`config.mk`:
```
export PLATFORM = sky130hd
export DESIGN_NAME = uart_tx_sched
export DESIGN_NICKNAME = d
export VERILOG_FILES = /design/src/rtl/uart_pkg.sv /design/src/rtl/uart_tx_sched_rr_arbiter.sv /design/src/rtl/uart_tx_sched.sv
export SDC_FILE = /design/constraint.sdc
export NUM_CORES = 1
export LEC_CHECK = 0
export BUFFER_PORTS_ARGS = -buffer_cell sky130_fd_sc_hd__buf_2
export CAP_MARGIN = 20
export CORE_MARGIN = 2
export CORE_UTILIZATION = 38
export CTS_CLUSTER_DIAMETER = 200
export DETAILED_ROUTE_END_ITERATION = 12
export GPL_TIMING_DRIVEN = 0
export PLACE_DENSITY_LB_ADDON = 0.05
export SETUP_SLACK_MARGIN = 0.02
export SLEW_MARGIN = 20
export SYNTH_ARGS = -nofsm -noshare
export SYNTH_HDL_FRONTEND = slang
export SYNTH_HIERARCHICAL = 1
export SYNTH_SLANG_ARGS = --single-unit
```
`constraint.sdc`:
```
create_clock -name clk -period 2.9 [get_ports clk]
set_input_delay 0.29 -clock clk [delete_from_list [all_inputs] [get_ports clk]]
set_output_delay 0.29 -clock clk [all_outputs]
set_load 0.02 [all_outputs]
```
`src/rtl/uart_pkg.sv`:
```
// uart_pkg: UART register map, STAT/CTRL bit positions and scheduler FSM encoding
package uart_pkg;
  localparam logic [31:0] UART_CTRL = 32'h0;
  localparam logic [31:0] UART_STAT = 32'h4;
  localparam logic [31:0] UART_DATA = 32'h8;
  localparam int STAT_TX_RDY = 0;
  localparam int STAT_TX_DONE = 1;
  localparam int CTRL_UART_EN = 0;
  localparam int CTRL_TX_EN = 1;
  localparam int CTRL_BAUD_LSB = 5;
  typedef enum logic [2:0] {S_INIT, S_IDLE, S_ARB, S_POLL_RD, S_POLL_WAIT, S_WRITE} state_t;
  function automatic logic [31:0] ctrl_word(input logic [1:0] baud);
    ctrl_word = 32'(1 << CTRL_UART_EN) | 32'(1 << CTRL_TX_EN) | (32'(baud) << CTRL_BAUD_LSB);
  endfunction
endpackage

```
`src/rtl/uart_tx_sched_rr_arbiter.sv`:
```
// rr_arbiter: combinational round-robin pick of the first request after index last
module rr_arbiter #(
  parameter int N = 4,
  localparam int IW = $clog2(N)
) (
  input  logic [N-1:0]  req,
  input  logic [IW-1:0] last,
  output logic [N-1:0]  gnt,
  output logic [IW-1:0] index
);
  // descending scan so the nearest candidate after last is written last and wins
  always_comb begin
    index = '0;
    for (int i = N; i >= 1; i--) begin
      logic [IW-1:0] k;
      k = IW'((int'(last) + i) % N);
      if (req[k]) index = k;
    end
    gnt = |req ? N'(1) << index : '0;
  end
endmodule

```
`src/rtl/uart_tx_sched.sv`:
```
// uart_tx_sched: arbitrates byte requesters and pushes each byte into a memory-mapped UART.
// Define UART_TX_SCHED_TIMEOUT_EN to bound STAT polling at POLL_MAX reads and flag err.
module uart_tx_sched
  import uart_pkg::*;
#(
  parameter int         NREQ     = 4,
  parameter logic [1:0] BAUD_SEL = 2'd0,
  parameter int         POLL_MAX = 1023
) (
  input  logic              clk,
  input  logic              rst,
  input  logic [NREQ-1:0]   req_valid,
  input  logic [8*NREQ-1:0] req_data,
  output logic [NREQ-1:0]   req_ready,
  output logic [31:0]       m_waddr,
  output logic [31:0]       m_wdata,
  output logic [3:0]        m_wstrb,
  output logic              m_wen,
  input  logic              m_wready,
  output logic [31:0]       m_raddr,
  output logic              m_ren,
  input  logic [31:0]       m_rdata,
  input  logic              m_rvalid,
  output logic              busy,
  output logic              err
);
  localparam int IW = $clog2(NREQ);
  state_t          r_state;
  logic [IW-1:0]   r_last;
  logic [IW-1:0]   w_idx;
  logic [NREQ-1:0] w_gnt;
  logic [7:0]      r_byte;
  logic            r_wen;
  logic            r_ren;
  logic [31:0]     r_waddr;
  logic [31:0]     r_wdata;
  logic [3:0]      r_wstrb;
  logic [31:0]     r_raddr;
  logic            w_timeout;
  logic            w_unused;

  rr_arbiter #(.N(NREQ)) u_arb (.req(req_valid), .last(r_last), .gnt(w_gnt), .index(w_idx));

  assign req_ready = (r_state == S_ARB) ? w_gnt : '0;
  assign busy      = r_state != S_IDLE;
  assign m_wen     = r_wen;
  assign m_ren     = r_ren;
  assign m_waddr   = r_waddr;
  assign m_wdata   = r_wdata;
  assign m_wstrb   = r_wstrb;
  assign m_raddr   = r_raddr;
  assign w_unused  = ^{m_rdata[31:STAT_TX_DONE+1], m_rdata[STAT_TX_DONE]} ^ (POLL_MAX < 1);

`ifdef UART_TX_SCHED_TIMEOUT_EN
  localparam int CW = $clog2(POLL_MAX + 1);
  logic [CW-1:0] r_cnt;
  logic          r_err;
  assign w_timeout = r_cnt == CW'(POLL_MAX);
  assign err       = r_err;
  // r_cnt holds the number of STAT reads issued for the current byte
  always_ff @(posedge clk or negedge rst) begin
    if (!rst) begin
      r_cnt <= '0;
      r_err <= 1'b0;
    end else if (r_state == S_ARB) begin
      r_cnt <= CW'(1);
    end else if (r_state == S_POLL_WAIT && m_rvalid && !m_rdata[STAT_TX_RDY]) begin
      if (w_timeout) r_err <= 1'b1;
      else r_cnt <= r_cnt + 1'b1;
    end
  end
`else
  assign w_timeout = 1'b0;
  assign err       = 1'b0;
`endif

  // bus outputs are loaded on the transition into the state that owns them
  always_ff @(posedge clk or negedge rst) begin
    if (!rst) begin
      r_state <= S_INIT;
      r_wen   <= 1'b0;
      r_ren   <= 1'b0;
      r_waddr <= '0;
      r_wdata <= '0;
      r_wstrb <= '0;
      r_raddr <= '0;
      r_last  <= IW'(NREQ - 1);
      r_byte  <= '0;
    end else begin
      case (r_state)
        S_INIT: if (r_wen && m_wready) begin
          r_wen   <= 1'b0;
          r_waddr <= '0;
          r_wdata <= '0;
          r_wstrb <= '0;
          r_state <= S_IDLE;
        end else begin
          r_wen   <= 1'b1;
          r_waddr <= UART_CTRL;
          r_wdata <= ctrl_word(BAUD_SEL);
          r_wstrb <= 4'hF;
        end
        S_IDLE: if (|req_valid) r_state <= S_ARB;
        S_ARB: if (|req_valid) begin
          r_byte  <= req_data[8*w_idx +: 8];
          r_last  <= w_idx;
          r_ren   <= 1'b1;
          r_raddr <= UART_STAT;
          r_state <= S_POLL_RD;
        end else begin
          r_state <= S_IDLE;
        end
        S_POLL_RD: begin
          r_ren   <= 1'b0;
          r_raddr <= '0;
          r_state <= S_POLL_WAIT;
        end
        S_POLL_WAIT: if (m_rvalid) begin
          if (m_rdata[STAT_TX_RDY]) begin
            r_wen   <= 1'b1;
            r_waddr <= UART_DATA;
            r_wdata <= {24'b0, r_byte};
            r_wstrb <= 4'h1;
            r_state <= S_WRITE;
          end else if (w_timeout) begin
            r_state <= S_IDLE;
          end else begin
            r_ren   <= 1'b1;
            r_raddr <= UART_STAT;
            r_state <= S_POLL_RD;
          end
        end
        S_WRITE: if (m_wready) begin
          r_wen   <= 1'b0;
          r_waddr <= '0;
          r_wdata <= '0;
          r_wstrb <= '0;
          r_state <= S_IDLE;
        end
        default: r_state <= S_INIT;
      endcase
    end
  end
endmodule

```
; Word level (Yosys, flattened, before mapping)
; Cells that the tools add are included.
[word_totals]
register_bits = 115
input_bits = 72
output_inout_bits = 108
word_cells = 88
[op_classes]
add_sub_neg = 4
n_lt_le_gt_ge = 4
eq_ne = 13
shifts = 2
muxes = 47
n_reduce_logical = 9
[op_table]
columns = cell, n
row1 = $pmux W32 S3, 3
row2 = $mux W32, 8
row3 = $shiftx A32 B6 Y8, 1
row4 = $mux W4, 6
row5 = $pmux W3 S6, 1
row6 = $mux W3, 5
row7 = $lt A2 B3 Y1 const B, 4
row8 = $mux W2, 6
row9 = $ne A2 B2 Y1 const B, 6
row10 = $pmux W4 S3, 1
row11 = $reduce_and A4 Y1, 3
row12 = $mux W1, 11
row13 = $bmux W1 S2, 4
row14 = $eq A3 B2 Y1 const B, 2
row15 = $eq A3 B3 Y1 const B, 2
row16 = $pmux W1 S3, 2
row17 = $reduce_bool A3 Y1, 2
row18 = $add A2 B1 Y2 const B, 2
row19 = $add A2 B2 Y2 const B, 2
row20 = $reduce_or A4 Y1, 1
row21 = $shl A1 B2 Y4 const A, 1
row22 = $eq A3 B1 Y1 const B, 1
row23 = $logic_not A3 Y1, 1
row24 = $ne A3 B1 Y1 const B, 1
row25 = other kinds (3), 3

; Depth between registers and ports, before layout
[logic_depth]
ltp_word = 10
ltp_mapped = 7
depth_no_buf = 5

; Modules after synthesis
; Netlist, hierarchy kept.
[modules_own_cells]
columns = mod, instances, cells_each, area_each_um2, seq_area_each_um2
row1 = uart_tx_sched, 1, 197, 2057.0, 628.1
row2 = rr_arbiter, 1, 33, 230.2, 0.0

; Worst setup path after synthesis
; Ideal clock, no wire load.
[synth_path]
kind = reg-to-reg
start = reg r_last[1]
end = reg r_byte[0]
setup_time_ns = 0.125
arrival_time_ns = 1.948
required_time_ns = 2.775
setup_slack_ns = 0.827
stages_incl_launch_ff = 7
path_buffers = 2
period_less_slack_ns = 2.073
cell_sequence = dfstp_2 buf_6 a21oi_1 o221ai_1 clkbuf_2 mux4_2 mux2_4
[synth_between]
elab_chain_cells = 8
word_cells_on_any_way = 17
cone_classes = 4 x add/sub / 1 x shift / 12 x mux
[synth_rtl]
columns = item, line_no
row1 = "start, declared", uart_tx_sched.sv:29  ; logic [IW-1:0] r_last;
row2 = "start signal, assigned", uart_tx_sched.sv:87  ; r_last <= IW'(NREQ - 1);
row3 = "start signal, assigned", uart_tx_sched.sv:106  ; r_last <= w_idx;
row4 = $add A2 B1 Y2, uart_tx_sched_rr_arbiter.sv:16  ; k = IW'((int'(last) + i) % N);
row5 = $bmux W1 S2, uart_tx_sched_rr_arbiter.sv:17  ; if (req[k]) index = k;
row6 = $mux W1 (not written as such), uart_tx_sched_rr_arbiter.sv:17
row7 = $mux W2 (3 in a row), uart_tx_sched_rr_arbiter.sv:17
row8 = $mux W2 *, uart_tx_sched_rr_arbiter.sv:17
row9 = via w_idx[0], uart_tx_sched.sv:30  ; logic [IW-1:0] w_idx;
row10 = $shiftx A32 B6 Y8 *, uart_tx_sched.sv:105  ; r_byte <= req_data[8*w_idx +: 8];
row11 = "end signal, assigned", uart_tx_sched.sv:105
row12 = "end, declared", uart_tx_sched.sv:32  ; logic [7:0] r_byte;
; The timed path passes the listed nets; every way through them passes the cells marked *. The select of a mux whose other input is x is not followed.
; A chain may end at the register's enable or synchronous reset.

; Final worst setup path
[layout_path]
start = reg r_last[1]
end = reg r_byte[6]
; Same word-level chain as after synthesis.

==> qor.csv <==
metric,value,unit
antenna_found_initial,0,
grt_pass1_vias,1547,
pwr_density_cell,718.5,mW/mm2
status,"complete, but fails checks",
clk_pin_slew,0.09,ns
synth_area_per_cell,9.944,um2
first_iter_violations,53,
dr_total_vias,1782,
synth-main-ff-cell,dfrtp_1,
hold_class,in -> async,
hpwl,3.802,mm
synth_cell_type_count,49,
syn_to_final_growth,33.97,%
ys_seq_area_frac,0.2746,
synth_seq_cells,25,
dr.pass1.iters,4,
grt_overflow,0,
synth_warnings,6,
remaining_drc_errors,0,
p_sw_frac,0.4093,
dpl-instance-area,0.003015,mm2
arrival,2.40,ns
nFillCells,601,
grt_max_degree,26,
initial_core_util,0.3886,
power_frac_clock,0.096,
skew,0.003345,ns
crit_fanout,10,
drive_above_1_share,0.5013,
nets,454,
avgViaCountPerCell,3.908,
fin_crit,2.233,ns
die_w,81.58,um
violations,hold timing,
post_drt_wl_per_cell,10.05,um
fin_crit_sh,0.7700,
grt_usage,0.1327,
design_area,0.003064,mm2
finalSetupViolations,0,
path_class,reg -> reg,
synth_edf_count,0,
yosysTopAreaCell,buf_4,
maxSlewHeadroom,0.5258,
gp_congestion,0.7812,
power_frac_seq,0.276,
tightest_slew,0.7054,ns
ir_worst_vdd,0.4939,mV
drv_cap,0,
whs,-0.008162,ns
cp-end-kind,register,
p_int,0.001300,W
rsz0062_at_grt,no,
wl,4.585,mm
place.port_buffers,61,
cts_buffer_depth,2,
tns,0,ns
num_io_pins,180,
crit_required,3.06,ns
h-tree-depth,1,
cts_tree,done,
hold_viol,23,
max_freq,0.4478,GHz
synth_area,0.002287,mm2
cts_hold_buf,0,
cts_resized,0,
synth_top_cell_area_share,0.2987,
grt_pass1_wl,6.996,mm
cts_setup_buffers,0,
synth_area_leaders,"buf_4 30%, dfrtp_1 25%, mux4_2 7.9%, mux2_4 6.6%, a22o_1 3.4%",
clk_latency,0.27,ns
ff2ff_path_depth,6,
p_comb_frac,0.628,
switching_power,0.0009011,W
startpoint_type,register,
antenna_cells,0,
die_h,81.58,um
clock_sinks,25,
dieArea,0.006655,mm2
clock-root-buffer,clkbuf_8,
coreArea,0.005886,mm2
cts_inserted_buffers,3,
maxSlewViolCount,0,
rows,28,
postSynth.asyncResetShare,1.000,
antenna_left,0,
synth_cells,230,
p_leak,1.759,nW
## registers in the layout, indices dropped and copies added (netlist names)
name / count
m_wstrb: 2
r_state: 3
r_byte: 8
m_wdata: 8
m_raddr: 1
r_last: 2
m_waddr: 1
## power groups by stage
stage | Sequential (W) | Combinational [W] | Clock [W]
finish | 0.000607 | 0.00138 | 0.000211
global route | 0.000630 | 0.00151 | 0.000235
CTS | 0.000610 | 0.00139 | 0.000219
detailed placement | 0.000615 | 0.00139 | 0
global placement | 0.000610 | 0.00137 | 0
floorplan | 0.000651 | 0.00107 | 0
## metrics by stage
| stage | utilization | worst slack [ns] | hold slack [ns] | cells | total power, W |
|---|---|---|---|---|---|
| final | 0.5206 | 0.6669 | -0.008162 | 456 | 0.002201 |
| after global routing | 0.5206 | 0.5324 | 0.03566 | 456 | 0.002374 |
| after CTS | 0.5206 | 0.6390 | 0.01673 | 456 | 0.002219 |
| after detailed placement | 0.5123 | 0.6603 | 0.3086 | 452 | 0.002001 |
| after global placement | 0.5113 | 0.6688 | 0.3118 | 452 | 0.001979 |
| after floorplan | - | 0.8271 | -0.005591 | 316 | 0.001719 |
## worst paths after layout
| kind | startpoint | endpoint | slack, ns |
|---|---|---|---|
| min reg2reg | m_waddr[3]$_DFFE_PN0P_ | m_waddr[3]$_DFFE_PN0P_ | 0.49 |
| max reg2reg | r_last[1]$_DFFE_PN1P_ | r_byte[6]$_DFFE_PN0P_ | 0.67 |
| min in group clk | m_rdata[0] | r_state[1]$_DFFE_PN0P_ | 0.39 |
| max in group asynchronous | rst | r_last[1]$_DFFE_PN1P_ | 2.54 |
| min | rst | m_raddr[2]$_DFFE_PN0P_ | -0.008 |
| max | r_last[1]$_DFFE_PN1P_ | r_byte[6]$_DFFE_PN0P_ | 0.67 |
## kinds of logic (layout without fill, tap and decap cells)
kind of cell | count (synthesis) | count (layout) | share of synthesized area
buf+inv | 109 | 174 | 0.3430
compound gates | 42 | 42 | 0.1357
simple gates | 31 | 31 | 0.08260
flops | 25 | 25 | 0.2746
mux | 21 | 21 | 0.1586
other cells | 1 | 87 | 0.001640
xor+xnor | 1 | 1 | 0.003830
## area by class of cell
type | count | area, um2 | area share
plain buffers | 103 | 762.0 | 0.2487
clock buffers | 3 | 41.29 | 0.01347
clock inverters | 1 | 7.507 | 0.002450
inverters | 6 | 22.52 | 0.007350
multi-input cells | 182 | 1204 | 0.3928
flip-flops and latches | 25 | 628.1 | 0.2050
well taps | 75 | 93.84 | 0.03062
repair buffers | 61 | 305.3 | 0.09963
## placed cells by master, fill, tap and decap left out, types with 2 or more instances in the layout
cell type,count
buf_4,91
conb_1,87
buf_2,63
dfrtp_1,23
mux2_4,10
a22o_1,9
mux4_2,8
a21oi_1,7
and2_1,6
inv_1,6
nor2_1,5
o21ai_0,5
clkbuf_1,4
nand2_1,4
buf_6,4
nand2b_1,4
clkbuf_8,3
nor3b_1,2
mux2_2,2
o21a_1,2
o211a_1,2
dfstp_2,2
nor2b_1,2
o21ai_1,2
o21bai_1,2
## per-layer routing
metal / share of wire / GRT usage / vias up
li1: - / - / 913
met3: 0.091 / 0.02527 / 5
met4: 0.013 / 0.04000 / 0
met2: 0.48 / 0.2098 / 89
met1: 0.42 / 0.1844 / 775
met5: 0 / 0 / -
## synth_stat cells (2+ instances only)
cell type / number
buf_4: 91
dfrtp_1: 23
mux2_4: 10
a22o_1: 9
mux4_2: 8
a21oi_1: 7
and2_1: 6
inv_1: 6
nor2_1: 5
o21ai_0: 5
buf_6: 4
clkbuf_1: 4
nand2_1: 4
nand2b_1: 4
buf_2: 2
dfstp_2: 2
mux2_2: 2
nor2b_1: 2
nor3b_1: 2
o211a_1: 2
o21a_1: 2
o21ai_1: 2
o21bai_1: 2
## critical path: stages, from the launching register on
cell and delay (ns):
dfstp_2 0.58, buf_6 0.15, a21oi_1 0.07, o221ai_1 0.17, clkbuf_2 0.33, mux4_2 0.56
mux2_4 0.26
Note: power is estimated with default switching activity, not from simulation.
